## src/rtl/banco_pkg.sv

```systemverilog
// Shared types and widths for the banco register-bank write path.
package banco_pkg;

    localparam int unsigned REG_AW = 5;
    localparam int unsigned REG_DW = 32;

    typedef struct packed {
        logic [REG_AW-1:0] addr;
        logic [REG_DW-1:0] data;
    } wr_req_t;

    typedef enum logic [1:0] {
        GNT_NONE = 2'd0,
        GNT_A    = 2'd1,
        GNT_B    = 2'd2
    } grant_e;

endpackage

```

## src/rtl/banco_wr_fifo.sv

```systemverilog
// Synchronous FIFO of write requests for the non-stallable load-return port.
module banco_wr_fifo
    import banco_pkg::*;
#(
    parameter int unsigned DEPTH = 2
) (
    input  logic                         clk,
    input  logic                         rst_n,
    input  logic                         push,
    input  wr_req_t                      push_req,
    input  logic                         pop,
    output wr_req_t                      head,
    output logic [$clog2(DEPTH+1)-1:0]   count,
    output logic                         full,
    output logic                         empty,
    output logic                         ovf
);

    localparam int unsigned PW = $clog2(DEPTH);
    localparam int unsigned CW = $clog2(DEPTH + 1);

    wr_req_t         mem_q [DEPTH];
    logic [PW-1:0]   wr_ptr_q, wr_ptr_d;
    logic [PW-1:0]   rd_ptr_q, rd_ptr_d;
    logic [CW-1:0]   count_q, count_d;
    logic            push_ok;
    logic            pop_ok;

    assign full  = (count_q == CW'(DEPTH));
    assign empty = (count_q == '0);
    assign count = count_q;
    assign head  = mem_q[rd_ptr_q];

    // When full, a same-cycle pop frees the slot the push overwrites; the
    // head is consumed combinationally before the edge that rewrites it.
    assign pop_ok  = pop && !empty;
    assign push_ok = push && (!full || pop_ok);
    assign ovf     = push && full && !pop_ok;

    always_comb begin
        wr_ptr_d = wr_ptr_q;
        rd_ptr_d = rd_ptr_q;
        count_d  = count_q;
        if (push_ok) wr_ptr_d = wr_ptr_q + PW'(1);
        if (pop_ok)  rd_ptr_d = rd_ptr_q + PW'(1);
        if (push_ok && !pop_ok)      count_d = count_q + CW'(1);
        else if (!push_ok && pop_ok) count_d = count_q - CW'(1);
    end

    always_ff @(posedge clk or negedge rst_n) begin
        if (!rst_n) begin
            wr_ptr_q <= '0;
            rd_ptr_q <= '0;
            count_q  <= '0;
        end else begin
            wr_ptr_q <= wr_ptr_d;
            rd_ptr_q <= rd_ptr_d;
            count_q  <= count_d;
        end
    end

    always_ff @(posedge clk) begin
        if (push_ok) mem_q[wr_ptr_q] <= push_req;
    end

endmodule

```

## src/rtl/banco_wr_arbiter.sv

```systemverilog
// Round-robin arbiter sharing the banco write port between ALU results (A) and buffered load returns (B).
module banco_wr_arbiter
    import banco_pkg::*;
#(
    parameter int unsigned B_DEPTH      = 2,
    parameter bit          ZERO_PROTECT = 1'b1
) (
    input  logic              clk,
    input  logic              rst_n,
    input  logic              a_valid,
    input  logic [REG_AW-1:0] a_addr,
    input  logic [REG_DW-1:0] a_data,
    output logic              a_ready,
    input  logic              b_valid,
    input  logic [REG_AW-1:0] b_addr,
    input  logic [REG_DW-1:0] b_data,
    output logic              b_full,
    output logic              b_ovf,
    output logic              RegEn,
    output logic [REG_AW-1:0] aw,
    output logic [REG_DW-1:0] dataIn_b
);

    wr_req_t                        b_push_req;
    wr_req_t                        b_head;
    wr_req_t                        win;
    logic [$clog2(B_DEPTH+1)-1:0]   b_count;
    logic                           b_empty;
    logic                           b_pend;
    logic                           b_pop;
    logic                           fifo_ovf;
    grant_e                         grant;

    logic              regen_q, regen_d;
    logic [REG_AW-1:0] aw_q, aw_d;
    logic [REG_DW-1:0] data_q, data_d;
    logic              last_b_q, last_b_d;
    logic              b_ovf_q, b_ovf_d;

    assign b_push_req.addr = b_addr;
    assign b_push_req.data = b_data;

    banco_wr_fifo #(
        .DEPTH (B_DEPTH)
    ) u_fifo (
        .clk      (clk),
        .rst_n    (rst_n),
        .push     (b_valid),
        .push_req (b_push_req),
        .pop      (b_pop),
        .head     (b_head),
        .count    (b_count),
        .full     (b_full),
        .empty    (b_empty),
        .ovf      (fifo_ovf)
    );

    assign b_pend = !b_empty;

    always_comb begin
        if (rst_n) assert (b_empty == (b_count == '0));
    end

    always_comb begin
        grant = GNT_NONE;
        if (a_valid && (!b_pend || last_b_q)) grant = GNT_A;
        else if (b_pend)                      grant = GNT_B;
    end

    assign a_ready = (grant == GNT_A);
    assign b_pop   = (grant == GNT_B);

    always_comb begin
        win.addr = a_addr;
        win.data = a_data;
        if (grant == GNT_B) win = b_head;
    end

    always_comb begin
        regen_d  = 1'b0;
        aw_d     = aw_q;
        data_d   = data_q;
        last_b_d = last_b_q;
        b_ovf_d  = b_ovf_q | fifo_ovf;
        if (grant != GNT_NONE) begin
            aw_d     = win.addr;
            data_d   = win.data;
            regen_d  = !(ZERO_PROTECT && (win.addr == '0));
            last_b_d = (grant == GNT_B);
        end
    end

    always_ff @(posedge clk or negedge rst_n) begin
        if (!rst_n) begin
            regen_q  <= 1'b0;
            aw_q     <= '0;
            data_q   <= '0;
            last_b_q <= 1'b1;
            b_ovf_q  <= 1'b0;
        end else begin
            regen_q  <= regen_d;
            aw_q     <= aw_d;
            data_q   <= data_d;
            last_b_q <= last_b_d;
            b_ovf_q  <= b_ovf_d;
        end
    end

    assign RegEn    = regen_q;
    assign aw       = aw_q;
    assign dataIn_b = data_q;
    assign b_ovf    = b_ovf_q;

endmodule

```

## config.mk

```make
export PLATFORM = sky130hd
export DESIGN_NAME = banco_wr_arbiter
export DESIGN_NICKNAME = d
export VERILOG_FILES = /design/src/rtl/banco_pkg.sv /design/src/rtl/banco_wr_fifo.sv /design/src/rtl/banco_wr_arbiter.sv
export SDC_FILE = /design/constraint.sdc
export NUM_CORES = 1
export LEC_CHECK = 0
export CORE_ASPECT_RATIO = 1.1
export CORE_MARGIN = 4
export CORE_UTILIZATION = 35
export DETAILED_ROUTE_END_ITERATION = 12
export PLACE_DENSITY_LB_ADDON = 0.25
export SKIP_CTS_REPAIR_TIMING = 1
export SLEW_MARGIN = 10
export SYNTH_ARGS = -nofsm -noshare
export SYNTH_HDL_FRONTEND = slang
export SYNTH_HIERARCHICAL = 1
export SYNTH_SLANG_ARGS = --single-unit
export TNS_END_PERCENT = 1
```

## constraint.sdc

```tcl
create_clock -name clk -period 4.15 [get_ports clk]
set_input_delay 0.83 -clock clk [delete_from_list [all_inputs] [get_ports clk]]
set_output_delay 0.83 -clock clk [all_outputs]
set_load 0.01 [all_outputs]
```

After elaboration in Yosys (flattened, before gate mapping) --
Memories as Yosys holds them, arrays and structs flattened. Cells that the tools add are included.
Storage, ports and cells: flip-flop bits (word level) 44, RAM bits 74, bits of input ports 78, output and inout port bits 41, memories 1
Cells by class: add/subtract/negate cells 4, equality and inequality tests 3, mux-type cells 8, bitwise gates (word level) 1, reduce and logical (&&, ||, !) cells 18
Memory list:
- u_fifo.mem_q | depth 2, width 37, rd ports 1, clocked after Yosys merged registers in 0, write ports 1, line banco_wr_fifo.sv:22 | wr_req_t mem_q [DEPTH];
Operator list (count):
- 37-bit 2-to-1 mux | 1
- 2-bit 2-to-1 mux | 4
- 1-bit logical AND | 7
- 1-bit logical NOT | 5
- 5-bit logical NOT | 1
- 2-bit equality test, second input constant | 2
- 2-bit nonzero test | 2
- 1-bit 2-to-1 mux | 3
- 1-bit adder, second input constant | 2
- 2-bit by 1-bit adder with 2-bit output, second input constant | 1
- 2-bit by 1-bit equality test with 1-bit output, second input constant | 1
- 2-bit logical NOT | 1
- 1-bit logical OR | 2
- 2-bit by 1-bit subtractor with 2-bit output, second input constant | 1
- 1-bit OR | 1

Logic depth before layout (Yosys ltp) --
depth after elaboration 12, mapped depth 11, mapped depth without buffers 9

Hierarchy --
Netlist, hierarchy kept.
Modules (own cells, without submodules):
- banco_wr_fifo | instances 1, cells each 136, area an instance 2972.9 um^2
- banco_wr_arbiter | instances 1, cells each 175, area an instance 1921.8 um^2

Least setup slack after synthesis --
OpenSTA, ideal clock, no wires.
path kind input -> register, from input a_valid, to memory u_fifo/mem_q[0][0] (netlist name), enable pin, arrival 2989 ps, path slack 729 ps, stages 5, path buffers 1, cell sequence buf_4 > a21o_1 > inv_1 > o21ai_2 > nor2_1
On the way: cells in the longest elaborated chain, start to end 8
Ends and longest elaborated chain:
- start: declaration | line banco_wr_arbiter.sv:10 | input logic a_valid,
- 1-bit logical AND | line banco_wr_arbiter.sv:66 | if (a_valid && (!b_pend || last_b_q)) grant = GNT_A;
- 2-bit 2-to-1 mux | line banco_wr_arbiter.sv:66
- 2-bit equality test | line banco_wr_arbiter.sv:71 | assign b_pop = (grant == GNT_B);
- via b_pop | line banco_wr_arbiter.sv:30 | logic b_pop;
- 1-bit logical AND | line banco_wr_fifo.sv:36 | assign pop_ok = pop && !empty;
- 1-bit logical OR | line banco_wr_fifo.sv:37 | assign push_ok = push && (!full || pop_ok);
- 1-bit logical AND | line banco_wr_fifo.sv:37
- 1-bit 2-to-1 mux | line banco_wr_fifo.sv:63 | if (push_ok) mem_q[wr_ptr_q] <= push_req;
- 1-bit 2-to-1 mux (implied by the code) | line banco_wr_fifo.sv:63
- end: declaration | line banco_wr_fifo.sv:22
The timed path passes the listed nets, and every way through them passes these cells.

Worst setup path after layout --
from input a_valid, to output a_ready
On the way: cells in the longest elaborated chain, start to end 3
Ends and longest elaborated chain:
- 1-bit logical AND | line banco_wr_arbiter.sv:66
- 2-bit 2-to-1 mux | line banco_wr_arbiter.sv:66
- 2-bit by 1-bit equality test with 1-bit output | line banco_wr_arbiter.sv:70 | assign a_ready = (grant == GNT_A);
- end: declaration | line banco_wr_arbiter.sv:13 | output logic a_ready,
No other way between the ends.

==> impl_metrics.yaml <==
setup_path:
  crit_path_start: "a_valid"
  critPathRequiredTime_ns: 3.32
  max_stage_delay_ns: 0.73
  path_cells: "clkdlybuf4s50_1 -> o21a_4 -> clkdlybuf4s50_1"
  arrival_ns: 2.28
  cp_common_cell: "clkdlybuf4s50_1"
  cp_slowest_cell: "clkdlybuf4s50_1"
  crit_path_start_kind: "input pin"
  path_class: "input pin to output pin"
  worstPathMaxFanout: 9
  endpoint_kind: "output pin"
  rr_startpoint: "u_fifo/count[0]"
routing:
  drtIter0Drc: 99
  via_per_inst: 4.51
  wire_per_inst_um: 15.5
  postRouteWirelength_um: 9860
  ant_nets: 0
  dr.pass1.iters: 4
  remaining_drc_errors: 0
  via_count: 2874
finish:
  syn2layout_area_growth_pct: 39.7
  drive_gt1_frac: 0.203
  fin_nets: 515
  final_util: 0.498
  antenna_cells: 0
die:
  dieArea_um2: 15900
  start_util: 0.356
  ioPinCount: 119
  die_x_um: 121
  row_count: 45
  core-area_um2: 13700
  die_h_um: 132
yosys:
  async_flop_share: 0.373
  synth.top_cell.area_share: 0.454
  netlist_area_um2: 4890
  syn_inst: 311
  synth.net_count: 390
  yosysUniqueCellTypes: 31
  yosys-top-cells-area: "edfxtp_1 (45%), dfrtp_1 (22%), mux2i_1 (7.8%)"
  synth_edf_count: 74
  synth_common_cells: "edfxtp_1 (74), dfrtp_1 (43), mux2i_1 (38)"
  syn_avg_cell_area_um2: 15.7
  ys_ff_latch: 118
  ys_seq_area_frac: 0.679
  synth_top_cell_by_area: "edfxtp_1"
  yosys_warnings: 6
  synth_most_common_cell: "edfxtp_1"
  synth_flop_cell: "edfxtp_1"
clock_network:
  root_buffer: "clkbuf_16"
  path_clk_slew_ns: 0.06
  numClockSinks: 118
  htreeDepth: 4
  clkLatencyLatePin_ns: 0.41
  cts_buffers: 17
  cts_tree: "built"
  cts.path.max_buffers: 2
sta:
  drv_slew: 0
  setup_violations: 0
  slew_headroom: 0.296
  rsz0062_at_grt: "false"
  clock_skew_ns: 0.00687
  fmax_mhz: 322
  finalHoldViolations: 0
  period_needed_ns: 3.11
  tns_ns: 0
  max_slew.worst_pin.slew_ns: 1.06
  period_share: 0.749
place:
  place_congestion: 0.757
  portBuffers: 118
  dp_hpwl_um: 6620
global_route:
  grt_max_degree: 66
  grt-ovfl-total: 0
  grt_pass1_wl_um: 15800
  track_usage: 0.130
  grt_pass1_vias: 3011
  grt_antenna_before_repair: 0
pwr:
  peakVddDrop_mv: 0.381
  pwr_density_cell_nw_per_um2: 748
  p_leak_uw: 0.00259
hold_path:
  hold_class: "flip-flop to flip-flop"
  hold_start: "b_ovf"
run:
  cap_violations: 0
run_status:
  outcome: "finished clean"
==> kinds of logic (layout without fill, tap and decap cells) <==
group	count (synthesis)	in the layout	share of synthesized area
flops	118	118	0.679
mux	75	75	0.178
compound gates	48	48	0.0583
simple gates	43	43	0.0383
buf+inv	21	159	0.0345
xor+xnor	5	5	0.00895
fa+ha+maj	1	1	0.00256
==> cell usage in the layout (no fill, tap or decap), types with 2 or more instances in the layout <==
| cell type | count |
|---|---|
| mux2_4 | 20 |
| o21ai_2 | 7 |
| clkinv_2 | 3 |
| inv_1 | 3 |
| mux2i_1 | 38 |
| edfxtp_1 | 74 |
| o21ai_0 | 16 |
| o22ai_1 | 5 |
| xnor2_1 | 4 |
| clkinv_4 | 6 |
| nand2_1 | 34 |
| buf_12 | 2 |
| buf_4 | 3 |
| dfrtp_1 | 42 |
| o21ai_1 | 13 |
| clkinvlp_4 | 2 |
| mux2_2 | 17 |
| clkdlybuf4s50_1 | 117 |
| clkbuf_16 | 17 |
| a21oi_1 | 5 |
| bufinv_16 | 3 |
| or4_1 | 2 |
| nor2_4 | 2 |
==> sequential cells by signal (all words and copies together) (netlist names) <==
register	flops
RegEn	1
aw	5
b_ovf	1
dataIn_b	32
last_b_q	1
u_fifo/count	2
u_fifo/mem_q	74
u_fifo/rd_ptr_q	1
u_fifo/wr_ptr_q	1
==> path summary, 6_finish.rpt <==
kind	depth (start not counted)	to	slack, ns
max	3	a_ready	1.04
min	1	b_ovf	0.48
max reg2reg	7	u_fifo/mem_q[1][0]	1.83
min reg2reg	1	b_ovf	0.48
max in group asynchronous	1	u_fifo/rd_ptr_q	2.83
min in group asynchronous	1	dataIn_b[19]	0.61
==> per-stage QoR <==
| step | cells | total power (µW) | instance area (µm²) | hold slack [ns] | setup slack [ns] |
|---|---|---|---|---|---|
| floorplan | 311 | 3000 | 4890 | 0.460 | 0.729 |
| global placement | 605 | 3660 | 6230 | 0.480 | 1.03 |
| detailed placement | 605 | 3690 | 6230 | 0.466 | 1.00 |
| CTS | 637 | 5190 | 6840 | 0.483 | 1.03 |
| global route | 637 | 5410 | 6840 | 0.499 | 0.983 |
| finish | 637 | 5120 | 6840 | 0.479 | 1.04 |
==> area by class of cell <==
type	instances	area (µm²)
tap	188	235
timing repair buffer	123	1240
multi-input combinational	172	1420
sequential	118	3330
clock inverter	15	181
clock buffer	17	425
fill	1191	6900
inverter	4	15.0
==> report_power, final <==
part / switching, µW / internal [µW]
Clock: 526 / 945
Sequential: 222 / 1680
Combinational: 782 / 963
Total: 1530 / 3590
==> critical path, delay by kind of cell <==
kind	cells	cell delay, ns
AOI/OAI and AO/OA	1	0.20
buffers and inverters	2	1.25
==> metal layers <==
metal  routed length, µm  vias up  global-route usage
met5                   0        -                   0
met4                 238        0              0.0598
met3                 589       22              0.0494
met2                4800       97               0.210
met1                4230     1360               0.154
li1                    -     1395                   -
Note: power is estimated with default switching activity, not from simulation.
